File: src/rtl/npxl_pkg.sv
// Shared colours, FSM state type and counter-width helper for the NeoPixel VU strip.
package npxl_pkg;

  // GRB order: bits [23:16] green, [15:8] red, [7:0] blue.
  localparam logic [23:0] COL_OFF    = 24'h000000;
  localparam logic [23:0] COL_GREEN  = 24'h400000;
  localparam logic [23:0] COL_YELLOW = 24'h404000;
  localparam logic [23:0] COL_RED    = 24'h004000;
  localparam logic [23:0] COL_PEAK   = 24'h404040;

  typedef enum logic [2:0] {
    StIdle,
    StLoad,
    StBitHi,
    StBitLo,
    StLatch
  } npxl_state_e;

  // Bits needed to hold a count from 0 to n inclusive.
  function automatic int unsigned cnt_w(int unsigned n);
    return $clog2(n + 1);
  endfunction

endpackage

File: src/rtl/npxl_vu_strip_if.sv
// Request/status bundle between the level-detection logic and the VU strip driver.
interface npxl_vu_strip_if #(
  parameter int unsigned LEDS = 20,
  parameter int unsigned ADDR = 8
);
  localparam int unsigned CW = npxl_pkg::cnt_w(LEDS);

  logic            send;
  logic [ADDR-1:0] value;
  logic            rdy;
  logic [CW-1:0]   lit;
  logic [CW-1:0]   peak;

  modport master (output send, output value, input rdy, input lit, input peak);
  modport slave  (input send, input value, output rdy, output lit, output peak);
endinterface

File: src/rtl/npxl_serializer.sv
// WS2812 bit-timing engine: fetches one 24-bit GRB pixel per LED and drives the data line.
module npxl_serializer
  import npxl_pkg::*;
#(
  parameter int unsigned LEDS     = 20,
  parameter int unsigned T0H_CYC  = 19,
  parameter int unsigned T1H_CYC  = 38,
  parameter int unsigned TBIT_CYC = 60,
  parameter int unsigned TRES_CYC = 2880
) (
  input  logic                     clk,
  input  logic                     rst_n,
  input  logic                     start,
  input  logic [23:0]              pixel,
  output logic                     pix_req,
  output logic [cnt_w(LEDS)-1:0]   pix_idx,
  output logic                     done,
  output logic                     data
);
  localparam int unsigned CW = cnt_w(LEDS);
  localparam int unsigned TW = cnt_w((TBIT_CYC > TRES_CYC) ? TBIT_CYC : TRES_CYC);

  npxl_state_e     state_q, state_d;
  logic [TW-1:0]   cyc_q, cyc_d;
  logic [4:0]      bit_q, bit_d;
  logic [CW-1:0]   pix_q, pix_d;
  logic [23:0]     sr_q, sr_d;
  logic [TW-1:0]   hi_last;

  assign hi_last = sr_q[23] ? TW'(T1H_CYC - 1) : TW'(T0H_CYC - 1);
  assign done    = (state_q == StIdle);

  always_comb begin
    state_d = state_q;
    cyc_d   = cyc_q;
    bit_d   = bit_q;
    pix_d   = pix_q;
    sr_d    = sr_q;
    pix_req = 1'b0;
    pix_idx = pix_q + CW'(1);
    unique case (state_q)
      StIdle: begin
        if (start) state_d = StLoad;
      end
      StLoad: begin
        pix_req = 1'b1;
        pix_idx = '0;
        sr_d    = pixel;
        cyc_d   = '0;
        bit_d   = '0;
        pix_d   = '0;
        state_d = StBitHi;
      end
      StBitHi: begin
        // The low phase keeps counting from here up to the full bit period.
        cyc_d = cyc_q + TW'(1);
        if (cyc_q == hi_last) state_d = StBitLo;
      end
      StBitLo: begin
        if (cyc_q == TW'(TBIT_CYC - 1)) begin
          cyc_d   = '0;
          state_d = StBitHi;
          if (bit_q == 5'd23) begin
            bit_d = '0;
            if (pix_q == CW'(LEDS - 1)) begin
              state_d = StLatch;
            end else begin
              pix_req = 1'b1;
              sr_d    = pixel;
              pix_d   = pix_q + CW'(1);
            end
          end else begin
            bit_d = bit_q + 5'd1;
            sr_d  = {sr_q[22:0], 1'b0};
          end
        end else begin
          cyc_d = cyc_q + TW'(1);
        end
      end
      StLatch: begin
        if (cyc_q == TW'(TRES_CYC - 1)) begin
          cyc_d   = '0;
          state_d = StIdle;
        end else begin
          cyc_d = cyc_q + TW'(1);
        end
      end
      default: state_d = StIdle;
    endcase
  end

  always_ff @(posedge clk or negedge rst_n) begin
    if (!rst_n) begin
      state_q <= StIdle;
      cyc_q   <= '0;
      bit_q   <= '0;
      pix_q   <= '0;
      sr_q    <= '0;
      data    <= 1'b0;
    end else begin
      state_q <= state_d;
      cyc_q   <= cyc_d;
      bit_q   <= bit_d;
      pix_q   <= pix_d;
      sr_q    <= sr_d;
      // Registered from the current state so the first rise lands two cycles after accept.
      data    <= (state_q == StBitHi);
    end
  end

endmodule

File: src/rtl/npxl_vu_strip.sv
// VU-meter strip driver: level scaling, zone colouring and peak marker for a WS2812 chain.
// Peak hold/decay and the peak marker are built only when NPXL_PEAK_HOLD_EN is defined.
module npxl_vu_strip
  import npxl_pkg::*;
#(
  parameter int unsigned LEDS        = 20,
  parameter int unsigned ADDR        = 8,
  parameter int unsigned T0H_CYC     = 19,
  parameter int unsigned T1H_CYC     = 38,
  parameter int unsigned TBIT_CYC    = 60,
  parameter int unsigned TRES_CYC    = 2880,
  parameter int unsigned HOLD_FRAMES = 16
) (
  input  logic           i_clk,
  input  logic           i_rst_n,
  npxl_vu_strip_if.slave bus,
  output logic           o_npxl_data
);
  localparam int unsigned CW = cnt_w(LEDS);
  localparam int unsigned SW = ADDR + $clog2(LEDS) + 1;
  localparam logic [CW-1:0] GreenEnd  = CW'(LEDS * 6 / 10);
  localparam logic [CW-1:0] YellowEnd = CW'(LEDS * 17 / 20);

  if (LEDS < 2 || T0H_CYC == 0 || T1H_CYC <= T0H_CYC || TBIT_CYC <= T1H_CYC ||
      TRES_CYC == 0 || HOLD_FRAMES == 0) begin : g_bad_params
    $error("npxl_vu_strip: illegal parameter combination");
  end

  logic            accept, done, pix_req, frame_start;
  logic [CW-1:0]   pix_idx;
  logic [23:0]     pixel;
  logic [ADDR-1:0] value_q;
  logic [CW-1:0]   lit_q, lit_d, scaled;
  logic [SW-1:0]   prod;

  assign accept      = bus.send & done;
  assign bus.rdy     = done;
  assign bus.lit     = lit_q;
  assign frame_start = pix_req && (pix_idx == '0);

  always_comb begin
    prod   = (SW'(value_q) + SW'(1)) * SW'(LEDS);
    scaled = CW'(prod >> ADDR);
    lit_d  = frame_start ? scaled : lit_q;
  end

`ifdef NPXL_PEAK_HOLD_EN
  localparam int unsigned HW = cnt_w(HOLD_FRAMES);

  logic [CW-1:0] peak_q, peak_d;
  logic [HW-1:0] hold_q, hold_d;

  // Once per frame: rising level grabs the peak, otherwise hold then decay by one.
  always_comb begin
    peak_d = peak_q;
    hold_d = hold_q;
    if (frame_start) begin
      if (scaled >= peak_q) begin
        peak_d = scaled;
        hold_d = HW'(HOLD_FRAMES);
      end else if (hold_q != '0) begin
        hold_d = hold_q - HW'(1);
      end else begin
        peak_d = peak_q - CW'(1);
      end
    end
  end

  always_ff @(posedge i_clk or negedge i_rst_n) begin
    if (!i_rst_n) begin
      peak_q <= '0;
      hold_q <= '0;
    end else begin
      peak_q <= peak_d;
      hold_q <= hold_d;
    end
  end

  assign bus.peak = peak_q;
`else
  assign bus.peak = '0;
`endif

  always_comb begin
    if (pix_idx < GreenEnd) begin
      pixel = COL_GREEN;
    end else if (pix_idx < YellowEnd) begin
      pixel = COL_YELLOW;
    end else begin
      pixel = COL_RED;
    end
    if (pix_idx >= lit_d) pixel = COL_OFF;
`ifdef NPXL_PEAK_HOLD_EN
    if (peak_d != '0 && pix_idx == peak_d - CW'(1)) pixel = COL_PEAK;
`endif
  end

  always_ff @(posedge i_clk or negedge i_rst_n) begin
    if (!i_rst_n) begin
      value_q <= '0;
      lit_q   <= '0;
    end else begin
      if (accept) value_q <= bus.value;
      lit_q <= lit_d;
    end
  end

  npxl_serializer #(
    .LEDS    (LEDS),
    .T0H_CYC (T0H_CYC),
    .T1H_CYC (T1H_CYC),
    .TBIT_CYC(TBIT_CYC),
    .TRES_CYC(TRES_CYC)
  ) u_ser (
    .clk    (i_clk),
    .rst_n  (i_rst_n),
    .start  (accept),
    .pixel  (pixel),
    .pix_req(pix_req),
    .pix_idx(pix_idx),
    .done   (done),
    .data   (o_npxl_data)
  );

endmodule

File: src/flat_wrapper.sv
// flat-port wrapper written by rule: the top's interface ports become plain ports
module npxl_vu_strip_flat import npxl_pkg::*;
#(
  parameter int unsigned LEDS        = 20,
  parameter int unsigned ADDR        = 8,
  parameter int unsigned T0H_CYC     = 19,
  parameter int unsigned T1H_CYC     = 38,
  parameter int unsigned TBIT_CYC    = 60,
  parameter int unsigned TRES_CYC    = 2880,
  parameter int unsigned HOLD_FRAMES = 16
)
  (i_clk, i_rst_n, o_npxl_data, bus_send, bus_value, bus_rdy, bus_lit, bus_peak);
  npxl_vu_strip_if #(.LEDS(LEDS), .ADDR(ADDR)) bus_i ();
  input  logic i_clk;
  input  logic i_rst_n;
  output logic o_npxl_data;
  input wire logic [$bits(bus_i.send)-1:0] bus_send;
  input wire logic [$bits(bus_i.value)-1:0] bus_value;
  output wire logic [$bits(bus_i.rdy)-1:0] bus_rdy;
  output wire logic [$bits(bus_i.lit)-1:0] bus_lit;
  output wire logic [$bits(bus_i.peak)-1:0] bus_peak;
  assign bus_i.send = bus_send;
  assign bus_i.value = bus_value;
  assign bus_rdy = bus_i.rdy;
  assign bus_lit = bus_i.lit;
  assign bus_peak = bus_i.peak;
  npxl_vu_strip #(.LEDS(LEDS), .ADDR(ADDR), .T0H_CYC(T0H_CYC), .T1H_CYC(T1H_CYC), .TBIT_CYC(TBIT_CYC), .TRES_CYC(TRES_CYC), .HOLD_FRAMES(HOLD_FRAMES)) u_core (.i_clk(i_clk), .i_rst_n(i_rst_n), .bus(bus_i), .o_npxl_data(o_npxl_data));
endmodule
File: config.mk
export PLATFORM = sky130hd
export DESIGN_NAME = npxl_vu_strip_flat
export DESIGN_NICKNAME = d
export VERILOG_FILES = /design/src/rtl/npxl_pkg.sv /design/src/rtl/npxl_vu_strip_if.sv /design/src/rtl/npxl_serializer.sv /design/src/rtl/npxl_vu_strip.sv /design/src/flat_wrapper.sv
export SDC_FILE = /design/constraint.sdc
export NUM_CORES = 1
export LEC_CHECK = 0
export CAP_MARGIN = 40
export CORE_AREA = 2 2 79 81
export CTS_BUF_LIST = sky130_fd_sc_hd__clkbuf_8
export CTS_CLUSTER_DIAMETER = 80
export DETAILED_ROUTE_END_ITERATION = 8
export DIE_AREA = 0 0 81 83
export PLACE_DENSITY = 0.75
export RECOVER_POWER = 100
export SYNTH_ARGS = -nofsm -noshare
export SYNTH_HDL_FRONTEND = slang
export SYNTH_SLANG_ARGS = --single-unit
File: constraint.sdc
create_clock -name i_clk -period 6 [get_ports i_clk]
set_input_delay 1.2 -clock i_clk [delete_from_list [all_inputs] [get_ports i_clk]]
set_output_delay 1.2 -clock i_clk [all_outputs]
set_load 0.03 [all_outputs]
# Yosys cells after proc, flatten, opt, wreduce, memory -nomap -nowiden
# Index checks and enable logic that the tools add are counted.
dict set report totals {
  regBits 63
  input_bits 11
  out_inout_bits 12
  word_cells 73
}
dict set report classes {
  add_sub_neg 4
  multipliers 1
  n_lt_le_gt_ge 3
  eq_ne 16
  muxes 31
  bitwise_logic 1
  reduce_logical 9
}
# op n
set ops {}
lappend ops {{$mux 24} 4}
lappend ops {{$pmux 12 s4} 1}
lappend ops {{$pmux 24 s2} 1}
lappend ops {{$mux 23} 2}
lappend ops {{$mux 5} 7}
lappend ops {{$mux 12} 2}
lappend ops {{$pmux 5 s2} 2}
lappend ops {{$mux 3} 6}
lappend ops {{$pmux 3 s5} 1}
lappend ops {{$mul 14x3->11 const B} 1}
lappend ops {{$add 12x1->12 const B} 1}
lappend ops {{$eq 12x12->1} 1}
lappend ops {{$eq 12x12->1 const B} 1}
lappend ops {{$eq 12x6->1 const B} 1}
lappend ops {{$add 5x1->5 const B} 2}
lappend ops {{$eq 5x5->1 const B} 2}
lappend ops {{$ne 2x2->1 const B} 5}
lappend ops {{$add 8x1->9 const B} 1}
lappend ops {{$reduce_and 4->1} 2}
lappend ops {{$eq 3x2->1 const B} 2}
lappend ops {{$mux 6} 1}
lappend ops {{$ge 5x5->1} 1}
lappend ops {{$logic_not 5->1} 1}
lappend ops {{$lt 5x4->1 const B} 1}
lappend ops {{other kinds (14)} 16}

# Longest topological paths before layout
# Gate-level depths: netlist of run 1.
dict set report depth {
  ltp_word 13
  ltp_mapped 18
  depth_no_buf 17
}

# By module
# From an unflattened synthesis of run 1, not the netlist that was laid out.
dict set report hier_totals {
  cells_unflattened 382
  hier_area_um2 3986.3
}
# mod n_inst cells_per_inst area_per_inst_um2 seq_area_each_um2
set by_module_without_submodules {}
lappend by_module_without_submodules {npxl_serializer 1 268 2830.2 1251.2}
lappend by_module_without_submodules {npxl_vu_strip 1 114 1156.1 325.3}

# Least setup slack after synthesis of run 1
# OpenSTA, ideal clock, no wires.
dict set report synth_timing {
  path_type {register -> register}
  start {register u_core.value_q[4]}
  end {register u_core.u_ser.sr_q[22]}
  setup_ps 85
  arrival_ps 3635
  t_required_ps 5915
  path_slack_ps 2280
  stages_incl_launch_ff 18
  path_buffers 1
  period_less_slack_ps 3720
  path_cell_list {dfrtp_1 clkbuf_1 nand3_1 nor2_1 xor2_1 ha_1 ha_1 nand4b_1 o21ai_0 a2111oi_0 or3_1 mux2i_1 ha_1 a21o_1 a31oi_1 o21ai_0 o31a_1 o21ai_0}
}
dict set report synth_via {
  elab_chain_cells 9
}
# item line
set synth_lines {}
lappend synth_lines {{start, declared} npxl_vu_strip.sv:32} ;# logic [ADDR-1:0] value_q;
lappend synth_lines {{start signal, assigned} npxl_vu_strip.sv:103} ;# if (accept) value_q <= bus.value;
lappend synth_lines {{$add 8x1->9 *} npxl_vu_strip.sv:42} ;# prod = (SW'(value_q) + SW'(1)) * SW'(LEDS);
lappend synth_lines {{$mul 14x3->11 *} npxl_vu_strip.sv:42}
lappend synth_lines {{$mux 5 *} npxl_vu_strip.sv:44} ;# lit_d = frame_start ? scaled : lit_q;
lappend synth_lines {{$ge 5x5->1 *} npxl_vu_strip.sv:92} ;# if (pix_idx >= lit_d) pixel = COL_OFF;
lappend synth_lines {{$mux 24 *} npxl_vu_strip.sv:92}
lappend synth_lines {{$mux 24} npxl_serializer.sv:65} ;# if (pix_q == CW'(LEDS - 1)) begin
lappend synth_lines {{$mux 24} npxl_serializer.sv:63} ;# if (bit_q == 5'd23) begin
lappend synth_lines {{$mux 24} npxl_serializer.sv:60} ;# if (cyc_q == TW'(TBIT_CYC - 1)) begin
lappend synth_lines {{$pmux 24 s2 *} npxl_serializer.sv:41} ;# unique case (state_q)
lappend synth_lines {{end signal, assigned} npxl_serializer.sv:105} ;# sr_q <= sr_d;
lappend synth_lines {{end, declared} npxl_serializer.sv:27} ;# logic [23:0] sr_q, sr_d;
# Mark *: on every way between the ends. The rest lies on a longest branch, timed or not. The select of a mux whose other input is x is not followed.
# A chain may end at the register's enable or synchronous reset.

# Worst setup path after layout of run 1
dict set report layout_timing {
  start {register u_core.u_ser.cyc_q[6]}
  end {register u_core.u_ser.sr_q[22]}
}
dict set report layout_via {
  elab_chain_cells 11
  elab_cells_between_ends 13
  cone_classes {1 x order compare; 2 x eq/ne; 8 x mux; 2 x reduce/logical}
}
# item line
set layout_lines {}
lappend layout_lines {{start, declared} npxl_serializer.sv:24} ;# logic [TW-1:0] cyc_q, cyc_d;
lappend layout_lines {{start signal, assigned} npxl_serializer.sv:102} ;# cyc_q <= cyc_d;
lappend layout_lines {{$eq 12x6->1 *} npxl_serializer.sv:60}
lappend layout_lines {{$mux 1 *} npxl_serializer.sv:60}
lappend layout_lines {{$pmux 1 s2 *} npxl_serializer.sv:41}
lappend layout_lines {{$logic_and 1x1->1 *} npxl_vu_strip.sv:39} ;# assign frame_start = pix_req && (pix_idx == '0);
lappend layout_lines {{$mux 5 *} npxl_vu_strip.sv:44}
lappend layout_lines {{named net u_core.lit_d[0]} npxl_vu_strip.sv:33} ;# logic [CW-1:0] lit_q, lit_d, scaled;
lappend layout_lines {{$ge 5x5->1 *} npxl_vu_strip.sv:92}
lappend layout_lines {{$mux 24 *} npxl_vu_strip.sv:92}
lappend layout_lines {{$mux 24} npxl_serializer.sv:65}
lappend layout_lines {{$mux 24} npxl_serializer.sv:63}
lappend layout_lines {{$mux 24} npxl_serializer.sv:60}
lappend layout_lines {{$pmux 24 s2 *} npxl_serializer.sv:41}
# Mark *: on every way through the listed nets, which the timed path passes. The rest lies on a longest branch. The select of a mux whose other input is x is not followed.

==> impl_metrics.csv, run 1 <==
group,metric,value,unit
finish,area_delta_synth_final,6.97,%
clock_network,cts-resized-gates,0,
global_routing,track_usage,23.7,%
place,port_buffers,17,
sta,worst_slew_pin_slew,2.64,ns
clock_network,cts_root_buffer,"clkbuf_8",
place,place_congestion,0.863,
finish,drive_gt1_share,6.57,%
sta,fin_crit_sh,76.5,%
worst_hold_path,holdPathStages,1,
worst_hold_path,hp-start,"u_core.u_ser.bit_q[4]$_DFFE_PN0P_",
floorplan,fp.dieArea,0.00672,sq mm
place,post-dp-hpwl,5.36,mm
power,clock_power_share,25.8,%
floorplan,ioPinCount,23,
setup_path,slowest_stage,"nor4_1",
power,swShare,36.8,%
finish,final_common_cell,"dfrtp_1",
setup_path,cp_data_arrival_time,4.81,ns
sta,timing.fmax,0.218,GHz
setup_path,worstSetupPathType,"reg -> reg",
floorplan,core,0.00582,sq mm
setup_path,crit_chain,"or3_1 > nor4_1 > a31oi_1 > nor3_4 > mux2_1 > ha_1 > nand2b_1 > a31oi_1 > o21ai_0 > o31a_1 > o21ai_0",
power,internal-power,609,uW
clock_network,htreeDepth,2,
global_routing,antenna_found_initial,0,
drt,drtIter0Drc,164,
power,vdd_drop_max,188,uV
setup_path,max_stage_delay,1.05,ns
yosys,synth_ff_type,"dfrtp_1",
drt,routed_wl,7.30,mm
sta,finalSetupViolCount,0,
setup_path,r2r_start,"u_core.u_ser.cyc_q[6]$_DFFE_PN0P_",
worst_hold_path,min_to,"u_core.u_ser.bit_q[4]$_DFFE_PN0P_",
yosys,synth_edf_count,0,
yosys,async_reset_ff_share,100,%
sta,fin_skew,0.00302,ns
yosys,synth_seq_area_share,35.7,%
global_routing,grt_pass1_vias,2774,
drt,vias,2905,
finish,num_antenna_cells,0,
clock_network,cts_tree,"done",
status,violations,"max-capacitance violations, max-slew violations",
setup_path,crit_required,6.22,ns
clock_network,cts_buffers,5,
floorplan,rows,28,
setup_path,r2r_slack,1.41,ns
setup_path,endpoint_kind,"flop",
floorplan,die_y,83,um
setup_path,crit_fanout,9,
sta,setup_tns,0,ns
global_routing,grt_overflow,0,
drt,drc,0,
clock_network,clk_pin_slew_worst_paths,0.09,ns
power,power.net_switching,354,uW
drt,wl_per_cell,15.5,um
yosys,synth.distinct_cells,61,
power,p_leak,1.56,nW
power,powerDensity,263,mW/mm^2
setup_path,start_kind,"flop",
drt,vias_per_cell,6.17,
floorplan,initial_core_util,59.0,%
yosys,yosysWarnings,0,
clock_network,cts-hold-fix-buffers,0,
sta,maxSlewViolCount,50,
flow_run,maxCapViolations,1,
power,power_frac_seq,44.1,%
global_routing,grt_pass1_wl,12.9,mm
clock_network,clk_path_buf_depth,2,
setup_path,reg2reg_to,"u_core.u_ser.sr_q[22]$_DFFE_PN0P_",
drt,ant_nets,0,
clock_network,worstSkewPairLatency,0.31,ns
sta,rsz0062_at_grt,"false",
yosys,synth_cells,393,
status,status,"finished, violations left",
drt,first_pass_iters,4,
sta,hold_slack,0.479,ns
yosys,avgSynthCellArea,8.73,sq um
finish,final_cell_mix,"dfrtp_1 (49), nand2_1 (47), o21ai_0 (37)",
floorplan,die_w,81,um
yosys,synth_seq_cells,49,
yosys,synthesis.area,0.00343,sq mm
worst_hold_path,hp-class,"reg -> reg",
global_routing,grt_max_degree,50,
power,combPwrFrac,30.1,%
sta,min_period,4.59,ns
sta,finalHoldViolCount,0,
finish,fin_nets,425,
clock_network,cts_setup_buffers,0,
clock_network,cts.sinks,49,
sta,relSlewSlack,-76.0,%
setup_path,ff2ff_path_depth,11,
## per-layer routing
| layer | track usage (%) | share of wire, % |
|---|---|---|
| met1 | 31.6 | 46 |
| met2 | 39.0 | 49 |
| met3 | 4.89 | 3.6 |
| met4 | 5.70 | 1.6 |
| met5 | 0 | 0 |
## worst max-delay path: cells and delay by family (launching register included)
kind,cells,cell delay (ns)
AO/OA/AOI/OAI,5,1.12
adder cells (fa/ha/maj),1,0.27
flip-flops,1,0.47
multiplexers,1,0.41
AND/OR/NAND/NOR,4,2.21
## flip-flops by register name (all words and copies together), names as in the netlist
register / cells
u_core.u_ser.cyc_q: 12
u_core.u_ser.sr_q: 10
u_core.value_q: 8
u_core.bus.lit: 5
u_core.u_ser.bit_q: 5
u_core.u_ser.pix_q: 5
u_core.u_ser.state_q: 3
u_core.u_ser.data: 1
## power by group through the flow
| stage | Clock [mW] | Sequential [mW] | Combinational (mW) |
|---|---|---|---|
| 2_1_floorplan | 0 | 0.401 | 0.243 |
| 3_3_place_gp | 0 | 0.431 | 0.282 |
| 3_5_place_dp | 0 | 0.433 | 0.291 |
| 4_1_cts | 0.256 | 0.427 | 0.294 |
| 5_1_grt | 0.269 | 0.435 | 0.332 |
| 6_report | 0.249 | 0.425 | 0.290 |
## cell families (layout without fill, tap and decap cells)
group,after synthesis,after routing,synth area share (%)
XOR/XNOR,17,17,4.34
flip-flops,49,49,35.7
adder cells (fa/ha/maj),19,19,6.93
multiplexers,20,20,6.31
buffers and inverters,37,36,4.85
AO/OA/AOI/OAI,110,110,20.4
other,1,5,0.109
AND/OR/NAND/NOR,140,140,21.3
## cell type report
| type | instances | area (sq um) |
|---|---|---|
| Clock buffer | 6 | 82.6 |
| Clock inverter | 2 | 37.5 |
| Fill cell | 534 | 2150 |
| Multi-Input combinational cell | 311 | 2020 |
| Timing Repair Buffer | 19 | 173 |
| Sequential cell | 49 | 1230 |
| Tap cell | 75 | 93.8 |
| Inverter | 9 | 33.8 |
## metrics by stage
| stage | worst slack, ns | instances | area (sq um) | power [mW] | utilization [%] |
|---|---|---|---|---|---|
| 6_report | 1.41 | 471 | 3670 | 0.964 | 63.1 |
| 5_1_grt | 0.929 | 471 | 3670 | 1.04 | 63.1 |
| 4_1_cts | 2.00 | 471 | 3710 | 0.977 | 63.7 |
| 3_5_place_dp | 2.01 | 463 | 3590 | 0.724 | 61.7 |
| 3_3_place_gp | 2.11 | 462 | 3580 | 0.712 | 61.6 |
| 2_1_floorplan | 2.28 | 397 | 3450 | 0.644 | - |
## worst max-delay path by stage
stage                                      start  slack [ns]                                 to
2_1_floorplan      u_core.value_q[4]$_DFFE_PN0P_        2.28  u_core.u_ser.sr_q[22]$_DFFE_PN0P_
3_3_place_gp       u_core.value_q[4]$_DFFE_PN0P_        2.11  u_core.u_ser.sr_q[22]$_DFFE_PN0P_
3_5_place_dp       u_core.value_q[4]$_DFFE_PN0P_        2.01  u_core.u_ser.sr_q[22]$_DFFE_PN0P_
4_1_cts            u_core.value_q[4]$_DFFE_PN0P_        2.00  u_core.u_ser.sr_q[22]$_DFFE_PN0P_
5_1_grt        u_core.u_ser.cyc_q[0]$_DFFE_PN0P_        0.93  u_core.u_ser.sr_q[22]$_DFFE_PN0P_
6_report       u_core.u_ser.cyc_q[6]$_DFFE_PN0P_        1.41  u_core.u_ser.sr_q[22]$_DFFE_PN0P_
## Yosys cell counts, drive strengths merged, types with 2 or more instances
cell type   n  share of area, %
nor2       21               2.3
buf         9               1.8
nand4       3              0.55
a211oi      4              0.88
nand3b      2              0.44
nand2b      6               1.1
a21oi      21               3.1
mux2i       7               2.0
and3        2              0.36
o22ai       2              0.36
and4        3              0.77
a2111oi     3              0.77
and2        2              0.36
o31ai       8               1.8
nor2b       6               1.1
dfrtp      49                36
clkbuf     19               2.1
and4b       2              0.58
nand2      47               5.1
o31a        2              0.51
a41oi       3              0.77
nand3      24               3.5
a22o        2              0.51
mux2       13               4.3
nor4        3              0.98
o21a        2              0.44
a31oi      14               3.0
or2         3              0.55
inv         9              0.98
xor2        6               1.5
or3         4              0.73
o21ai      37               5.4
ha         19               6.9
nor3        5               1.1
xnor2      11               2.8
Note: power is estimated with default switching activity, not from simulation.
==> inputs of run 2 (changes only) <==
Settings changed: CORE_AREA 2 2 79 81 to 2 2 82 84, DIE_AREA 0 0 81 83 to 0 0 84 86, PLACE_DENSITY 0.75 to 0.73.
Clock period 6 ns to 3.7 ns, I/O delays scaled along.
==> impl_metrics.csv, run 2 (synthesized netlist as in run 1, its figures left out) <==
group,metric,value,unit
floorplan,initial_core_util,54.7,%
setup_path,cp_data_arrival_time,3.70,ns
finish,top_regs,"u_core.u_ser.cyc_q: 12 flops, u_core.u_ser.sr_q: 10 flops, u_core.value_q: 8 flops",
drt,routed_wl,7.53,mm
drt,vias,2943,
clock_network,worstSkewPairLatency,0.32,ns
place,place_congestion,0.835,
sta,fin_crit_sh,94.4,%
setup_path,reg2reg_to,"u_core.u_ser.sr_q[14]$_DFFE_PN0P_",
finish,final_cell_mix,"dfrtp_1 (47), nand2_1 (46), o21ai_0 (33)",
setup_path,critPathLaunch,"u_core.value_q[5]$_DFFE_PN0P_",
worst_hold_path,hp-class,"in -> async",
clock_network,htreeDepth,2,
sta,worst_slew_pin_slew,1.92,ns
finish,area_delta_synth_final,14.3,%
clock_network,cts_tree,"done",
finish,stdcell_area,0.00392,sq mm
clock_network,clk_path_buf_depth,2,
setup_path,r2r_slack,0.21,ns
setup_path,crit_fanout,4,
clock_network,cts.sinks,49,
setup_path,crit_required,3.90,ns
sta,relSlewSlack,-28.0,%
sta,timing.fmax,0.286,GHz
global_routing,grt_pass1_vias,2851,
global_routing,top_usage_layer,"met2",
power,vdd_drop_max,461,uV
setup_path,r2r_start,"u_core.value_q[5]$_DFFE_PN0P_",
global_routing,grt_use_met3,2.89,%
sta,min_period,3.49,ns
drt,drc,0,
power,powerDensity,406,mW/mm^2
drt,wl_per_cell,15.3,um
setup_path,start_kind,"flop",
finish,fin_nets,444,
floorplan,fp.dieArea,0.00722,sq mm
finish,final_common_cell,"dfrtp_1",
place,post-dp-hpwl,5.46,mm
place,placed_cell_area,0.00370,sq mm
status,status,"finished, violations left",
sta,fin_skew,0.0156,ns
finish,drive_gt1_share,15.2,%
global_routing,track_usage,22.2,%
sta,maxSlewViolCount,38,
flow_run,maxCapViolations,1,
global_routing,use_met1,30.7,%
finish,largest_reg_flops,12,
floorplan,die_y,86,um
setup_path,endpoint_kind,"flop",
setup_path,worstSetupPathType,"reg -> reg",
setup_path,ff2ff_path_depth,15,
global_routing,grt_max_degree,38,
sta,finalHoldViolCount,0,
finish,final_cells,492,
global_routing,grt_pass1_wl,13.2,mm
clock_network,cts_root_buffer,"clkbuf_8",
clock_network,cts-hold-fix-buffers,0,
global_routing,grt_overflow,0,
status,violations,"max-capacitance violations, max-slew violations",
floorplan,rows,29,
global_routing,antenna_found_initial,0,
floorplan,core,0.00628,sq mm
clock_network,clk_pin_slew_worst_paths,0.10,ns
finish,fin_util,62.5,%
drt,vias_per_cell,5.98,
drt,ant_nets,0,
setup_path,crit_path_end,"u_core.u_ser.sr_q[14]$_DFFE_PN0P_",
drt,first_pass_iters,4,
floorplan,die_w,84,um
floorplan,ioPinCount,23,
place,dp_cells,478,
finish,num_antenna_cells,0,
finish,largest_register,"u_core.u_ser.cyc_q",
place,port_buffers,17,
drt,drtIter0Drc,162,
global_routing,use_met2,36.5,%
sta,finalSetupViolCount,0,
power,p_leak,1.65,nW
clock_network,cts_buffers,5,
-- run 2: changes by cell type in the layout (fill, tap and decap cells not counted), moves of 3 or more --
cell,delta
ha_4,+4
inv_6,+3
clkbuf_1,+3
nor2_1,-3
buf_4,+17
ha_1,-4
nor2_2,+3
o21ai_0,-4
o21ai_1,+3
-- run 2: layout make-up --
class	instances	area, sq um
Sequential cell	49	1230
Inverter	9	33.8
Multi-Input combinational cell	311	2160
Clock buffer	5	68.8
Tap cell	77	96.3
Timing Repair Buffer	38	307
Fill cell	536	2360
Clock inverter	3	26.3
-- run 2: worst max-delay path, stage by stage, from the launching register on --
cell	delay, ns
dfrtp_1	0.43
buf_4	0.15
buf_4	0.13
xor2_1	0.14
ha_1	0.31
ha_4	0.29
nand4b_1	0.10
o21ai_2	0.19
a2111oi_0	0.11
or3_1	0.38
mux2i_1	0.16
ha_1	0.26
a21o_1	0.16
a31oi_1	0.15
o21ai_1	0.10
o31ai_1	0.32
-- run 2: worst min path at each step --
stage / start / endpoint / slack, ns
6_report: i_rst_n / u_core.bus.lit[1]$_DFF_PN0_ / 0.17
5_1_grt: i_rst_n / u_core.bus.lit[1]$_DFF_PN0_ / 0.17
4_1_cts: i_rst_n / u_core.bus.lit[1]$_DFF_PN0_ / 0.19
3_5_place_dp: u_core.u_ser.bit_q[4]$_DFFE_PN0P_ / u_core.u_ser.bit_q[4]$_DFFE_PN0P_ / 0.47
3_3_place_gp: u_core.u_ser.sr_q[18]$_DFFE_PN0P_ / u_core.u_ser.sr_q[18]$_DFFE_PN0P_ / 0.46
2_1_floorplan: i_rst_n / u_core.bus.lit[0]$_DFF_PN0_ / 0.44
-- run 2: where the power goes --
group | internal (mW) | switching, mW | total (mW)
clock | 0.141 | 0.207 | 0.348
sequential | 0.586 | 0.0735 | 0.659
combinational | 0.242 | 0.341 | 0.584
-- run 2: timing repair --
action / CTS / global route
endpoints found under the setup margin: 2 / 2
pin swaps: 1 / 10
setup buffers: 2 / 4
resized for setup: 2 / 22
-- run 2: metal layers --
| metal | routed length (um) | vias up |
|---|---|---|
| met1 | 3570 | 1390 |
| met2 | 3530 | 67 |
| met4 | 100 | 0 |
| met3 | 332 | 7 |
| li1 | - | 1479 |
| met5 | 0 | - |
-- run 2: stage by stage --
step,setup slack (ns),hold slack [ns],power (mW),setup TNS (ns)
3_3_place_gp,0.0778,0.465,1.18,0
3_5_place_dp,-0.106,0.471,1.21,-0.127
4_1_cts,0.0133,0.191,1.56,0
2_1_floorplan,0.103,0.437,1.04,0
5_1_grt,-0.0431,0.174,1.71,-0.0584
6_report,0.208,0.175,1.59,0
